[src/rtl/drum_audio_pkg.sv]
// -----------------------------------------------------------------------------
// drum_audio_pkg
// Shared constants and helpers for the drum-mesh audio taps.
//   NODE_W / NODE_FRAC : Q2.16 node displacement format
//   AUDIO_W            : Q1.15 audio sample width
//   CONV_W             : width of the gained intermediate (node width + max gain)
//   AUDIO_MAX/MIN      : saturation limits of an audio sample
//   conv_t             : registered conversion-stage payload
//   sat_audio()        : clamp a CONV_W-bit signed value to an audio sample
// -----------------------------------------------------------------------------
package drum_audio_pkg;

  localparam int NODE_W    = 18;
  localparam int NODE_FRAC = 16;
  localparam int AUDIO_W   = 16;
  localparam int CONV_W    = NODE_W + 3;

  localparam logic [AUDIO_W-1:0] AUDIO_MAX = 16'h7FFF;
  localparam logic [AUDIO_W-1:0] AUDIO_MIN = 16'h8000;

  localparam logic signed [CONV_W-1:0] CONV_HI = CONV_W'(32'sd32767);
  localparam logic signed [CONV_W-1:0] CONV_LO = CONV_W'(-32'sd32768);

  typedef struct packed {
    logic               valid;
    logic [AUDIO_W-1:0] sample;
  } conv_t;

  function automatic logic [AUDIO_W-1:0] sat_audio(input logic signed [CONV_W-1:0] s);
    if (s > CONV_HI)      return AUDIO_MAX;
    else if (s < CONV_LO) return AUDIO_MIN;
    else                  return s[AUDIO_W-1:0];
  endfunction

endpackage

[src/rtl/drum_audio_tap_fifo.sv]
// -----------------------------------------------------------------------------
// sync_fifo_fwft
// First-word-fall-through synchronous FIFO. The head entry is presented on
// o_rdata straight from storage; a pop advances to the next entry.
//   clk, reset   : clock, synchronous active-high reset
//   i_push/i_wdata : write request and data (ignored when full unless popping)
//   i_pop        : read request (ignored when empty)
//   o_rdata      : head entry (undefined when empty)
//   o_full/o_empty/o_level : occupancy status
// -----------------------------------------------------------------------------
module sync_fifo_fwft #(
  parameter int WIDTH = 16,
  parameter int DEPTH = 8
) (
  input  logic                     clk,
  input  logic                     reset,
  input  logic                     i_push,
  input  logic [WIDTH-1:0]         i_wdata,
  input  logic                     i_pop,
  output logic [WIDTH-1:0]         o_rdata,
  output logic                     o_full,
  output logic                     o_empty,
  output logic [$clog2(DEPTH):0]   o_level
);

  localparam int AW = $clog2(DEPTH);

  logic [WIDTH-1:0] r_mem [DEPTH];
  // Pointers carry one extra wrap bit so full and empty are distinguishable.
  logic [AW:0]      r_wr_ptr;
  logic [AW:0]      r_rd_ptr;
  logic             w_pop;
  logic             w_push;

  assign o_empty = (r_wr_ptr == r_rd_ptr);
  assign o_full  = (r_wr_ptr[AW] != r_rd_ptr[AW]) &&
                   (r_wr_ptr[AW-1:0] == r_rd_ptr[AW-1:0]);
  assign o_level = r_wr_ptr - r_rd_ptr;
  assign o_rdata = r_mem[r_rd_ptr[AW-1:0]];

  // A pop frees the slot in the same cycle, so a full FIFO still accepts a push.
  assign w_pop  = i_pop && !o_empty;
  assign w_push = i_push && (!o_full || w_pop);

  always_ff @(posedge clk) begin
    if (reset) begin
      r_wr_ptr <= '0;
      r_rd_ptr <= '0;
    end else begin
      if (w_push) r_wr_ptr <= r_wr_ptr + (AW+1)'(1);
      if (w_pop)  r_rd_ptr <= r_rd_ptr + (AW+1)'(1);
    end
  end

  // NOTE: storage is deliberately not reset; the pointers define which entries
  // are meaningful, and leaving the array reset-free lets it map to RAM.
  always_ff @(posedge clk) begin
    if (w_push) r_mem[r_wr_ptr[AW-1:0]] <= i_wdata;
  end

endmodule

[src/rtl/drum_audio_tap.sv]
// -----------------------------------------------------------------------------
// drum_audio_tap
// Taps one mesh node's Q2.16 displacement on every update pulse, boxcar
// averages 2^LOG2_DECIM updates, applies a 2^gain_shift gain, saturates to a
// Q1.15 audio sample and queues it in a FWFT FIFO for the codec serializer.
//   clk, reset  : clock, synchronous active-high reset
//   u_in/u_valid: node displacement and its one-cycle update strobe
//   gain_shift  : left-shift gain 0..3, used on the converting cycle
//   out_sample/out_valid/out_ready : valid/ready audio sample stream
//   overflow/clear_ovf : sticky dropped-sample flag and its clear
//   fill_level  : FIFO occupancy
// -----------------------------------------------------------------------------
module drum_audio_tap
  import drum_audio_pkg::*;
#(
  parameter int LOG2_DECIM = 2,
  parameter int FIFO_DEPTH = 8
) (
  input  logic                          clk,
  input  logic                          reset,
  input  logic signed [NODE_W-1:0]      u_in,
  input  logic                          u_valid,
  input  logic [1:0]                    gain_shift,
  output logic [AUDIO_W-1:0]            out_sample,
  output logic                          out_valid,
  input  logic                          out_ready,
  output logic                          overflow,
  input  logic                          clear_ovf,
  output logic [$clog2(FIFO_DEPTH):0]   fill_level
);

  localparam int ACC_W = NODE_W + LOG2_DECIM;
  // With no decimation the counter is a single bit that never leaves zero.
  localparam int CNT_W = (LOG2_DECIM > 0) ? LOG2_DECIM : 1;
  localparam logic [CNT_W-1:0] CNT_LAST = CNT_W'((1 << LOG2_DECIM) - 1);

  logic signed [ACC_W-1:0]  r_acc;
  logic [CNT_W-1:0]         r_cnt;
  conv_t                    r_conv;
  logic                     r_overflow;

  logic signed [ACC_W-1:0]  w_sum;
  logic signed [ACC_W-1:0]  w_sum_shr;
  logic signed [NODE_W-1:0] w_avg;
  logic signed [CONV_W-1:0] w_gained;
  logic signed [CONV_W-1:0] w_half;
  logic                     w_last;

  logic [AUDIO_W-1:0]       w_head;
  logic                     w_full;
  logic                     w_empty;
  logic                     w_pop;
  logic                     w_drop;

  // Averaging datapath: the final update joins the sum on the converting cycle.
  assign w_sum     = r_acc + ACC_W'(u_in);
  assign w_sum_shr = w_sum >>> LOG2_DECIM;
  // The mean of 2^L signed NODE_W values always fits back in NODE_W bits.
  assign w_avg     = w_sum_shr[NODE_W-1:0];
  assign w_gained  = CONV_W'(w_avg) <<< gain_shift;
  // Q2.16 -> Q1.15 drops one fractional bit and keeps the scale: >>> 1.
  assign w_half    = w_gained >>> 1;
  assign w_last    = (r_cnt == CNT_LAST);

  // NOTE: sequential state uses non-blocking assignments so every register
  // samples the pre-edge values, independent of statement order.
  always_ff @(posedge clk) begin
    if (reset) begin
      r_acc  <= '0;
      r_cnt  <= '0;
      r_conv <= '0;
    end else begin
      r_conv.valid <= 1'b0;
      if (u_valid) begin
        if (w_last) begin
          r_acc  <= '0;
          r_cnt  <= '0;
          r_conv <= '{valid: 1'b1, sample: sat_audio(w_half)};
        end else begin
          r_acc <= w_sum;
          r_cnt <= r_cnt + CNT_W'(1);
        end
      end
    end
  end

  sync_fifo_fwft #(
    .WIDTH (AUDIO_W),
    .DEPTH (FIFO_DEPTH)
  ) u_fifo (
    .clk     (clk),
    .reset   (reset),
    .i_push  (r_conv.valid),
    .i_wdata (r_conv.sample),
    .i_pop   (out_ready),
    .o_rdata (w_head),
    .o_full  (w_full),
    .o_empty (w_empty),
    .o_level (fill_level)
  );

  assign w_pop  = out_ready && !w_empty;
  assign w_drop = r_conv.valid && w_full && !w_pop;

  // A drop in the same cycle as clear_ovf keeps the flag set.
  always_ff @(posedge clk) begin
    if (reset)          r_overflow <= 1'b0;
    else if (w_drop)    r_overflow <= 1'b1;
    else if (clear_ovf) r_overflow <= 1'b0;
  end

  assign overflow   = r_overflow;
  assign out_valid  = !w_empty;
  // Mask unreset storage so the sample reads 0 whenever nothing is queued.
  assign out_sample = w_empty ? '0 : w_head;

endmodule

[config.mk]
export PLATFORM = sky130hd
export DESIGN_NAME = drum_audio_tap
export DESIGN_NICKNAME = d
export VERILOG_FILES = /design/src/rtl/drum_audio_pkg.sv /design/src/rtl/drum_audio_tap_fifo.sv /design/src/rtl/drum_audio_tap.sv
export SDC_FILE = /design/constraint.sdc
export NUM_CORES = 1
export LEC_CHECK = 0
export BUFFER_PORTS_ARGS = -buffer_cell sky130_fd_sc_hd__buf_2
export CAP_MARGIN = 15
export CORE_UTILIZATION = 61
export CTS_BUF_LIST = sky130_fd_sc_hd__clkbuf_16
export DETAILED_ROUTE_END_ITERATION = 6
export PLACE_DENSITY_LB_ADDON = 0.12
export REMOVE_ABC_BUFFERS = 1
export SYNTH_ARGS = -nofsm -noshare
export SYNTH_HDL_FRONTEND = slang
export SYNTH_SLANG_ARGS = --single-unit
[constraint.sdc]
create_clock -name clk -period 3.2 [get_ports clk]
set_input_delay 0.32 -clock clk [delete_from_list [all_inputs] [get_ports clk]]
set_output_delay 0.32 -clock clk [all_outputs]
set_load 0.02 [all_outputs]
==> results.cfg, run 1 <==
[timing]
whs_ns = 0.2425
max_freq_ghz = 0.3375
rsz0062_at_grt = false
period_needed_ns = 2.963
slew_violations = 0
final-hold-violation-count = 0
fin_ws_ns = 0.2370
worst_pin_slew_ns = 0.7138
fin_setup_tns_ns = 0
slew-limit-headroom_pct = 52.41
setup_viol = 0
min_period_over_period_pct = 92.59
fin_skew_ns = 0.01086

[global_route]
grt_usage_pct = 26.43
grt_first_pass_wirelength_um = 28770
grt_pass1_vias = 5610
grt_overflow = 0
grt_antenna_before_repair = 0
grt_max_degree = 37

[clock_network]
cts_tree = built
post_cts_buffers = 0
cts_buffer_depth = 2
cts-root-buf = clkbuf_16
clock_insertion_delay_worst_skew_ns = 0.42
htreeDepth = 4
clk_pin_slew_ns = 0.06
numCtsBuffers = 17
clock_sinks = 179

[pwr]
power_density_mw_per_mm2 = 565.5
power_uw = 5452
p_leak_uw = 0.003675
worst_ir_drop_vdd_mv = 0.3546

[placed_design]
post-place-ws_ns = 0.04179
hpwlAfterDp_um = 12220
gp_congestion = 0.9503
io_buffers = 46

[synthesis]
seq_area_frac_synth_pct = 56.61
synthCells = 675
ys_warn_count = 0
synth_cell_types = 60
synth-edff-count = 128
syn_avg_cell_area_sq_um = 12.73
async_flop_share_pct = 0
syn_area_sq_mm = 0.008593
synthFlopType = edfxtp_1
synth.ff_latch_count = 179

[drt]
postRouteAntennaNets = 0
route.detailed.drc = 0
dr.pass1.iters = 5
vias = 5590
wl_per_cell_um = 19.54
wl_um = 17900
drtIter0Drc = 355
vias_per_cell = 6.103

[hold_path]
holdPathEnd = overflow
hp-start = clear_ovf
hold_path.class = in2reg
holdPathStages = 4

[worst_setup_path]
cp_max_fo = 5
crit_path_top_delay_cell = fa_1
rrSetupSlack_ns = 0.24
startpoint = r_acc[0]
r2r_end = r_conv[4]
crit_family = compound AO/OA/AOI/OAI gates
crit_type = reg2reg
critical-path-max-stage-delay_ns = 0.42
critPathLaunchType = register
r2r_cells = 11
crit_chain = ha_1 > fa_1 > a211oi_2 > buf_4 > o211ai_1 > nand3_1 > nand3_1 > xor2_1 > o22a_2 > o31ai_4 > a211oi_1
cpMostUsedCell = nand3_1
cp-end-kind = register
required_ns = 3.49
cp.buffers_inverters = 1
rr_startpoint = r_acc[0]
cp.arrival_ns = 3.25

[floorplanning]
start_util_pct = 62.15
die-area_sq_mm = 0.01457
die_h_um = 120.7
core_area_sq_mm = 0.01383
die_w_um = 120.7
num_rows = 43
num_io_pins = 47

[cells_and_area]
mostFrequentLayoutCell = edfxtp_1
fin_util_pct = 69.72
drive_above_1_share_pct = 20.38
diodes = 0
seqCellArea_sq_mm = 0.004866
syn_to_final_growth_pct = 12.19
multiInputGateArea_sq_mm = 0.003550
fin_nets = 775
layout_common_cells = edfxtp_1, nor2_1, nand2_1, dfxtp_1, buf_2
fillerInstances = 951

[flow_run]
maxCapViolations = 0

[run_status]
outcome = completed
flip-flops by register name, indices dropped and copies added, names as in the netlist, named ones only:
signal,count
u_fifo.r_mem,128
overflow,1
u_fifo.r_rd_ptr,4
r_cnt,2
u_fifo.r_wr_ptr,4
r_acc,20
r_conv,17
timing repair:
item                                   in CTS  in global routing
setup endpoints to repair                   0                 15
resized for setup                           0                  2
endpoints found under the hold margin       0                  0
hold buffers                                0                  0
worst reg2reg max path, cell delays in order, from the launching register on:
cell and delay (ns):
dfxtp_1 0.31, ha_1 0.22, fa_1 0.42, a211oi_2 0.30, buf_4 0.16, o211ai_1 0.11, nand3_1 0.26, nand3_1 0.17
xor2_1 0.19, o22a_2 0.31, o31ai_4 0.27, a211oi_1 0.13
cells by family after synthesis:
logic type | synth area share [%]
compound gates | 10.08
xor+xnor | 2.839
fa+ha+maj | 4.106
buf+inv | 2.300
flops | 56.61
mux | 13.77
simple gates | 10.29
power by group:
group          internal [uW]  switching (uW)  leakage, uW
registers               2510            33.0      0.00176
clock network           1080             871     0.000279
logic                    378             586      0.00164
worst max path at each step:
stage / endpoint / slack, ns / depth (start not counted)
floorplan: u_fifo.r_mem[0][0] / 0.34 / 7
global placement: r_conv[10] / 0.12 / 11
detailed placement: r_conv[5] / 0.04 / 11
CTS: r_conv[5] / 0.17 / 10
global route: r_conv[2] / 0.04 / 11
finish: r_conv[4] / 0.24 / 11
per-layer routing:
metal	global-route usage, %	vias up	share of wire, %
met5	0	-	0
met4	11.27	0	2.4
met3	5.094	34	4.8
met2	45.69	165	51
met1	32.41	2742	41
li1	-	2649	-
layout make-up:
type | instances | share of cell area [%]
repair buffers | 65 | 3.997
flip-flops and latches | 179 | 50.47
inverters | 15 | 0.5840
clock buffers | 17 | 4.413
well taps | 180 | 2.336
multi-input cells | 445 | 36.82
clock inverters | 15 | 1.376
stage by stage:
stage | instances | instance area (sq um)
after global placement | 884 | 9074
after floorplan | 639 | 8452
after CTS | 916 | 9632
final | 916 | 9641
after global routing | 916 | 9641
after detailed placement | 884 | 9074
synth_stat cells (all sizes together) (3+ instances only):
library cell,instances,area share [%]
edfxtp,128,45
nor2,69,3.0
nand2,52,2.3
dfxtp,51,12
a21oi,46,2.8
mux2i,35,4.1
mux4,35,9.2
o21ai,26,1.7
clkbuf,25,1.1
ha,25,3.6
nor2b,22,1.6
xnor2,19,2.0
inv,15,0.66
nand3,15,0.87
buf,11,0.55
nand4,11,0.80
a211oi,8,0.70
o211ai,8,0.86
xor2,8,0.82
nor3,7,0.41
a21o,5,0.44
and3,5,0.36
nand2b,5,0.36
mux2,4,0.52
o22a,4,0.42
o21a,3,0.28
No activity file was read; power rests on OpenSTA's default activity.
==> inputs of run 2 (changes only) <==
Settings changed: RECOVER_POWER set to 50.
==> run 2 against run 1 <==
First-iteration DRC count shrank 8.2%. Die area unchanged. Final cell count unchanged. Clock skew shrank 0.0012 ns. Power about the same. Largest power group unchanged. Combinational power about the same.
==> results.cfg, run 2 (synthesis gave the netlist of run 1 again) <==
[cells_and_area]
largest_register_ffs = 128
multiInputGateArea_sq_mm = 0.003550
layout_common_cells = edfxtp_1, nor2_1, nand2_1, dfxtp_1, a21oi_1
syn_to_final_growth_pct = 11.97
fin_nets = 775
mostFrequentLayoutCell = edfxtp_1
drive_above_1_share_pct = 18.89
final_cells = 916
fillerInstances = 958
seqCellArea_sq_mm = 0.004865
fin_area_sq_mm = 0.009622
diodes = 0

[flow_run]
maxCapViolations = 0

[pwr]
worst_ir_drop_vdd_mv = 0.3555
power_density_mw_per_mm2 = 566.5
seqPwrFrac_pct = 46.6
intPower_uw = 3959
swShare_pct = 27.36
p_sw_uw = 1492
pwr-share-clk_pct = 35.8
p_leak_uw = 0.003632
comb_power_share_pct = 17.6

[global_route]
grt_max_degree = 37
grt_overflow = 0
grt_pass1_vias = 5610
grt_first_pass_wirelength_um = 28770
grt_usage_pct = 26.43
grt_antenna_before_repair = 0

[worst_setup_path]
crit_family = compound AO/OA/AOI/OAI gates
crit_path_top_delay_cell = fa_1
cp.buffers_inverters = 1
cpMostUsedCell = nand3_1
crit_type = reg2reg
cp_max_fo = 5
critPathLaunchType = register
rrSetupSlack_ns = 0.24
required_ns = 3.49
crit_chain = ha_1 > fa_1 > a211oi_2 > buf_4 > o211ai_1 > nand3_1 > nand3_1 > xor2_1 > o22a_2 > o31ai_4 > a211oi_1
cp-end-kind = register
r2r_end = r_conv[4]
cp.depth = 11
cp.arrival_ns = 3.25
critical-path-max-stage-delay_ns = 0.42
rr_startpoint = r_acc[0]
r2r_cells = 11

[clock_network]
clock_sinks = 179
clock_insertion_delay_worst_skew_ns = 0.42
cts_tree = built
cts-root-buf = clkbuf_16
cts_buffer_depth = 2
numCtsBuffers = 17
hold_buffers = 0
htreeDepth = 4
clk_pin_slew_ns = 0.06
cts_resized = 0
post_cts_buffers = 0

[timing]
max_freq_ghz = 0.3374
rsz0062_at_grt = false
period_needed_ns = 2.964
worst_pin_slew_ns = 0.9812
final-hold-violation-count = 0
setup_viol = 0
slew-limit-headroom_pct = 34.59
slew_violations = 0
fin_setup_tns_ns = 0
min_period_over_period_pct = 92.63
fin_ws_ns = 0.2360
fin_skew_ns = 0.009671

[drt]
route.detailed.drc = 0
dr.pass1.iters = 5
vias = 5627
vias_per_cell = 6.143
drtIter0Drc = 326
wl_um = 17850
postRouteAntennaNets = 0
wl_per_cell_um = 19.49

[placed_design]
gp_congestion = 0.9503
post-place-ws_ns = 0.04179
io_buffers = 46
dp.cells = 884
place_area_sq_mm = 0.009074
hpwlAfterDp_um = 12220

[hold_path]
hold_path.class = in2reg
hp-start = clear_ovf
holdPathEnd = overflow
holdPathStages = 4

[floorplanning]
core_area_sq_mm = 0.01383
die_h_um = 120.7
die_w_um = 120.7
start_util_pct = 62.15
num_rows = 43
die-area_sq_mm = 0.01457
num_io_pins = 47

[run_status]
outcome = completed
run 2: cell types whose count changed in the layout (fill, tap and decap cells not counted), sizes merged:
cell    before  now
buf         65   55
clkbuf      17   27
run 2: worst max path at each step:
stage / startpoint / to / slack, ns
after floorplan: u_fifo.r_rd_ptr[1] / u_fifo.r_mem[0][0] / 0.34
after global placement: u_in[0] / r_conv[10] / 0.12
after detailed placement: u_in[0] / r_conv[5] / 0.04
after CTS: r_acc[0] / r_conv[5] / 0.17
after global routing: r_acc[0] / r_conv[2] / 0.04
final: r_acc[0] / r_conv[4] / 0.24
run 2: layer usage:
metal	GRT usage (%)	vias to the layer above	share of wire, %
met5	0	-	0
met4	11.27	0	2.7
met2	45.69	166	51
met1	32.41	2771	42
met3	5.094	38	4.2
li1	-	2652	-
run 2: stage by stage:
| step | hold slack, ns | util [%] | power [uW] |
|---|---|---|---|
| after floorplan | 0.3891 | - | 3265 |
| after global placement | 0.4648 | 65.62 | 3523 |
| after detailed placement | 0.4875 | 65.62 | 3535 |
| after CTS | 0.2281 | 69.66 | 5474 |
| after global routing | 0.2398 | 69.59 | 5666 |
| final | 0.2430 | 69.59 | 5451 |
run 2: worst register-to-register path, cell delays in order (launching register included):
cell	delay (ns)
dfxtp_1	0.31
ha_1	0.22
fa_1	0.42
a211oi_2	0.30
buf_4	0.16
o211ai_1	0.11
nand3_1	0.26
nand3_1	0.17
xor2_1	0.19
o22a_2	0.30
o31ai_4	0.27
a211oi_1	0.13
run 2: area by class of cell:
| type | count | share of cell area (%) |
|---|---|---|
| clock buffer | 17 | 4.421 |
| clock inverter | 15 | 1.378 |
| inverter | 15 | 0.5852 |
| multi-input combinational | 445 | 36.89 |
| sequential | 179 | 50.56 |
| tap | 180 | 2.341 |
| timing repair buffer | 65 | 3.823 |
run 2: power by group through the flow:
stage               logic, uW  registers, uW  clock network [uW]
finish                    961           2540                1950
global route             1050           2540                2070
CTS                       953           2540                1980
detailed placement        946           2590                   0
global placement          937           2590                   0
floorplan                 686           2580                   0
==> inputs of run 3 (changes only) <==
Settings changed: SYNTH_HIERARCHICAL set to 1.
==> run 3 against run 2 <==
Final cell count shrank 4.3%. Design area fell by 0.31%. Critical path depth stayed put. Synthesized area is 0.19% higher. Sequential share of layout area is 0.16 points higher. Power is 2.8% lower. Register-to-register slack got worse by 0.05 ns. Worst setup slack worse by 0.045 ns. Sequential power is essentially flat. First-iteration DRC count is 37% higher. Clock-buffer cell count is the same.
==> results.cfg, run 3 <==
[run_status]
outcome = completed

[timing]
slew_violations = 0
max_freq_ghz = 0.3323
slew-limit-headroom_pct = 34.86
whs_ns = 0.1999
period_needed_ns = 3.009
fin_setup_tns_ns = 0
rsz0062_at_grt = false
min_period_over_period_pct = 94.04
final-hold-violation-count = 0
setup_viol = 0
worst_pin_slew_ns = 0.9771
fin_skew_ns = 0.01128

[clock_network]
htreeDepth = 4
clock_insertion_delay_worst_skew_ns = 0.42
cts_tree = built
clock_sinks = 179
post_cts_buffers = 0
cts_buffer_depth = 2
numCtsBuffers = 17
hold_buffers = 0
cts-root-buf = clkbuf_16
clk_pin_slew_ns = 0.06

[pwr]
seqPwrFrac_pct = 47.7
comb_power_share_pct = 15.2
worst_ir_drop_vdd_mv = 0.3876
power_density_mw_per_mm2 = 552.6
p_leak_uw = 0.003505
p_sw_uw = 1335
intPower_uw = 3965
power_uw = 5301
swShare_pct = 25.19
pwr-share-clk_pct = 37.1

[drt]
wl_um = 17460
route.detailed.drc = 0
vias_per_cell = 6.040
postRouteAntennaNets = 0
drtIter0Drc = 446
vias = 5297
wl_per_cell_um = 19.90
dr.pass1.iters = 4

[floorplanning]
die-area_sq_mm = 0.01459
num_io_pins = 47
start_util_pct = 62.27
die_h_um = 120.8
num_rows = 43
core_area_sq_mm = 0.01383
die_w_um = 120.8

[synthesis]
synth_top_area_cell = edfxtp_1
async_flop_share_pct = 0
synthCells = 630
synthFlopType = edfxtp_1
synth.ff_latch_count = 179
ys_warn_count = 6
seq_area_frac_synth_pct = 56.50
synth_area_leaders = edfxtp_1, dfxtp_1, mux4_1
yosysTopAreaCellShare_pct = 44.64
synth-edff-count = 128
synth_cell_types = 65
syn_avg_cell_area_sq_um = 13.67
yosysMostFrequentCell = edfxtp_1
synthTopCellsByCount = edfxtp_1, nor2_1, dfxtp_1
syn_area_sq_mm = 0.008610

[cells_and_area]
final_cells = 877
drive_above_1_share_pct = 19.94
diodes = 0
syn_to_final_growth_pct = 11.41
fin_nets = 736
layout_common_cells = edfxtp_1, nor2_1, dfxtp_1, buf_2, a21oi_1
mostFrequentLayoutCell = edfxtp_1
fin_area_sq_mm = 0.009592
largest_register_ffs = 128

[placed_design]
hpwlAfterDp_um = 11620
gp_congestion = 0.9818
io_buffers = 46
place_area_sq_mm = 0.009047
dp.cells = 845

[hold_path]
hold_path.class = in2reg

[worst_setup_path]
crit_chain = ha_1 > fa_2 > a211oi_2 > o211ai_1 > a41oi_2 > a31oi_1 > o21a_1 > or2_2 > a21o_2 > nor3_4 > a221o_1
required_ns = 3.56
crit_path_top_delay_cell = fa_2
cp_max_fo = 12
cp.arrival_ns = 3.37
critPathLaunchType = register
crit_type = reg2reg
cp-end-kind = register
critical-path-max-stage-delay_ns = 0.39

[flow_run]
maxCapViolations = 0

[global_route]
grt_max_degree = 35
grt_antenna_before_repair = 0
grt_first_pass_wirelength_um = 27920
grt_overflow = 0
grt_usage_pct = 25.83
grt_pass1_vias = 5334
## run 3: cell type report
cell class	instances	area [sq um]
Inverter	15	56.30
Tap cell	180	225.2
Timing Repair Buffer	69	387.9
Sequential cell	179	4865
Clock inverter	15	128.9
Clock buffer	17	425.4
Multi-Input combinational cell	402	3503
Fill cell	968	4235
## run 3: power by group through the flow
stage                     sequential [uW]  combinational, uW  clock [uW]
final                                2530                808        1960
after global routing                 2530                886        2090
after CTS                            2530                800        1990
after detailed placement             2580                789           0
after global placement               2570                771           0
after floorplan                      2570                559           0
## run 3: what timing repair did
item,4_1_cts,5_1_grt
hold endpoints to repair,0,0
gates resized for setup,1,3
endpoints found under the setup margin,12,15
pin swaps,0,2
## run 3: metrics by stage
| step | utilization, % | setup slack [ns] |
|---|---|---|
| after floorplan | - | 0.2051 |
| after global placement | 65.43 | -0.1343 |
| after detailed placement | 65.43 | -0.1837 |
| after CTS | 69.49 | 0.07276 |
| after global routing | 69.37 | 0.01053 |
| final | 69.37 | 0.1906 |
## run 3: final timing paths
path | cells past startpoint | from | slack [ns] | to
max | 11 | r_acc[0] | 0.19 | r_conv[4]
min | 4 | clear_ovf | 0.20 | overflow
max reg2reg | 11 | r_acc[0] | 0.19 | r_conv[4]
min reg2reg | 2 | overflow | 0.50 | overflow
## run 3: kinds of logic (layout without fill, tap and decap cells)
family | Yosys count | in the layout | share of synthesized area, %
flops | 179 | 179 | 56.50
compound gates | 120 | 120 | 9.824
xor+xnor | 25 | 25 | 2.718
mux | 71 | 71 | 14.66
buf+inv | 49 | 116 | 3.037
fa+ha+maj | 27 | 27 | 4.098
simple gates | 159 | 159 | 9.156
## run 3: layer usage
metal / routed length (um) / global-route usage [%]
met2: 8818 / 43.35
met4: 227 / 7.639
met1: 7703 / 34.32
met5: 0 / 0
met3: 707 / 4.906
## run 3: worst max-delay path, delay by kind of cell, from the launching register on
family / cells / cell delay, ns
AO/OA/AOI/OAI: 7 / 1.40
adder cells (fa/ha/maj): 2 / 0.59
flip-flops: 1 / 0.31
AND/OR/NAND/NOR: 2 / 0.64
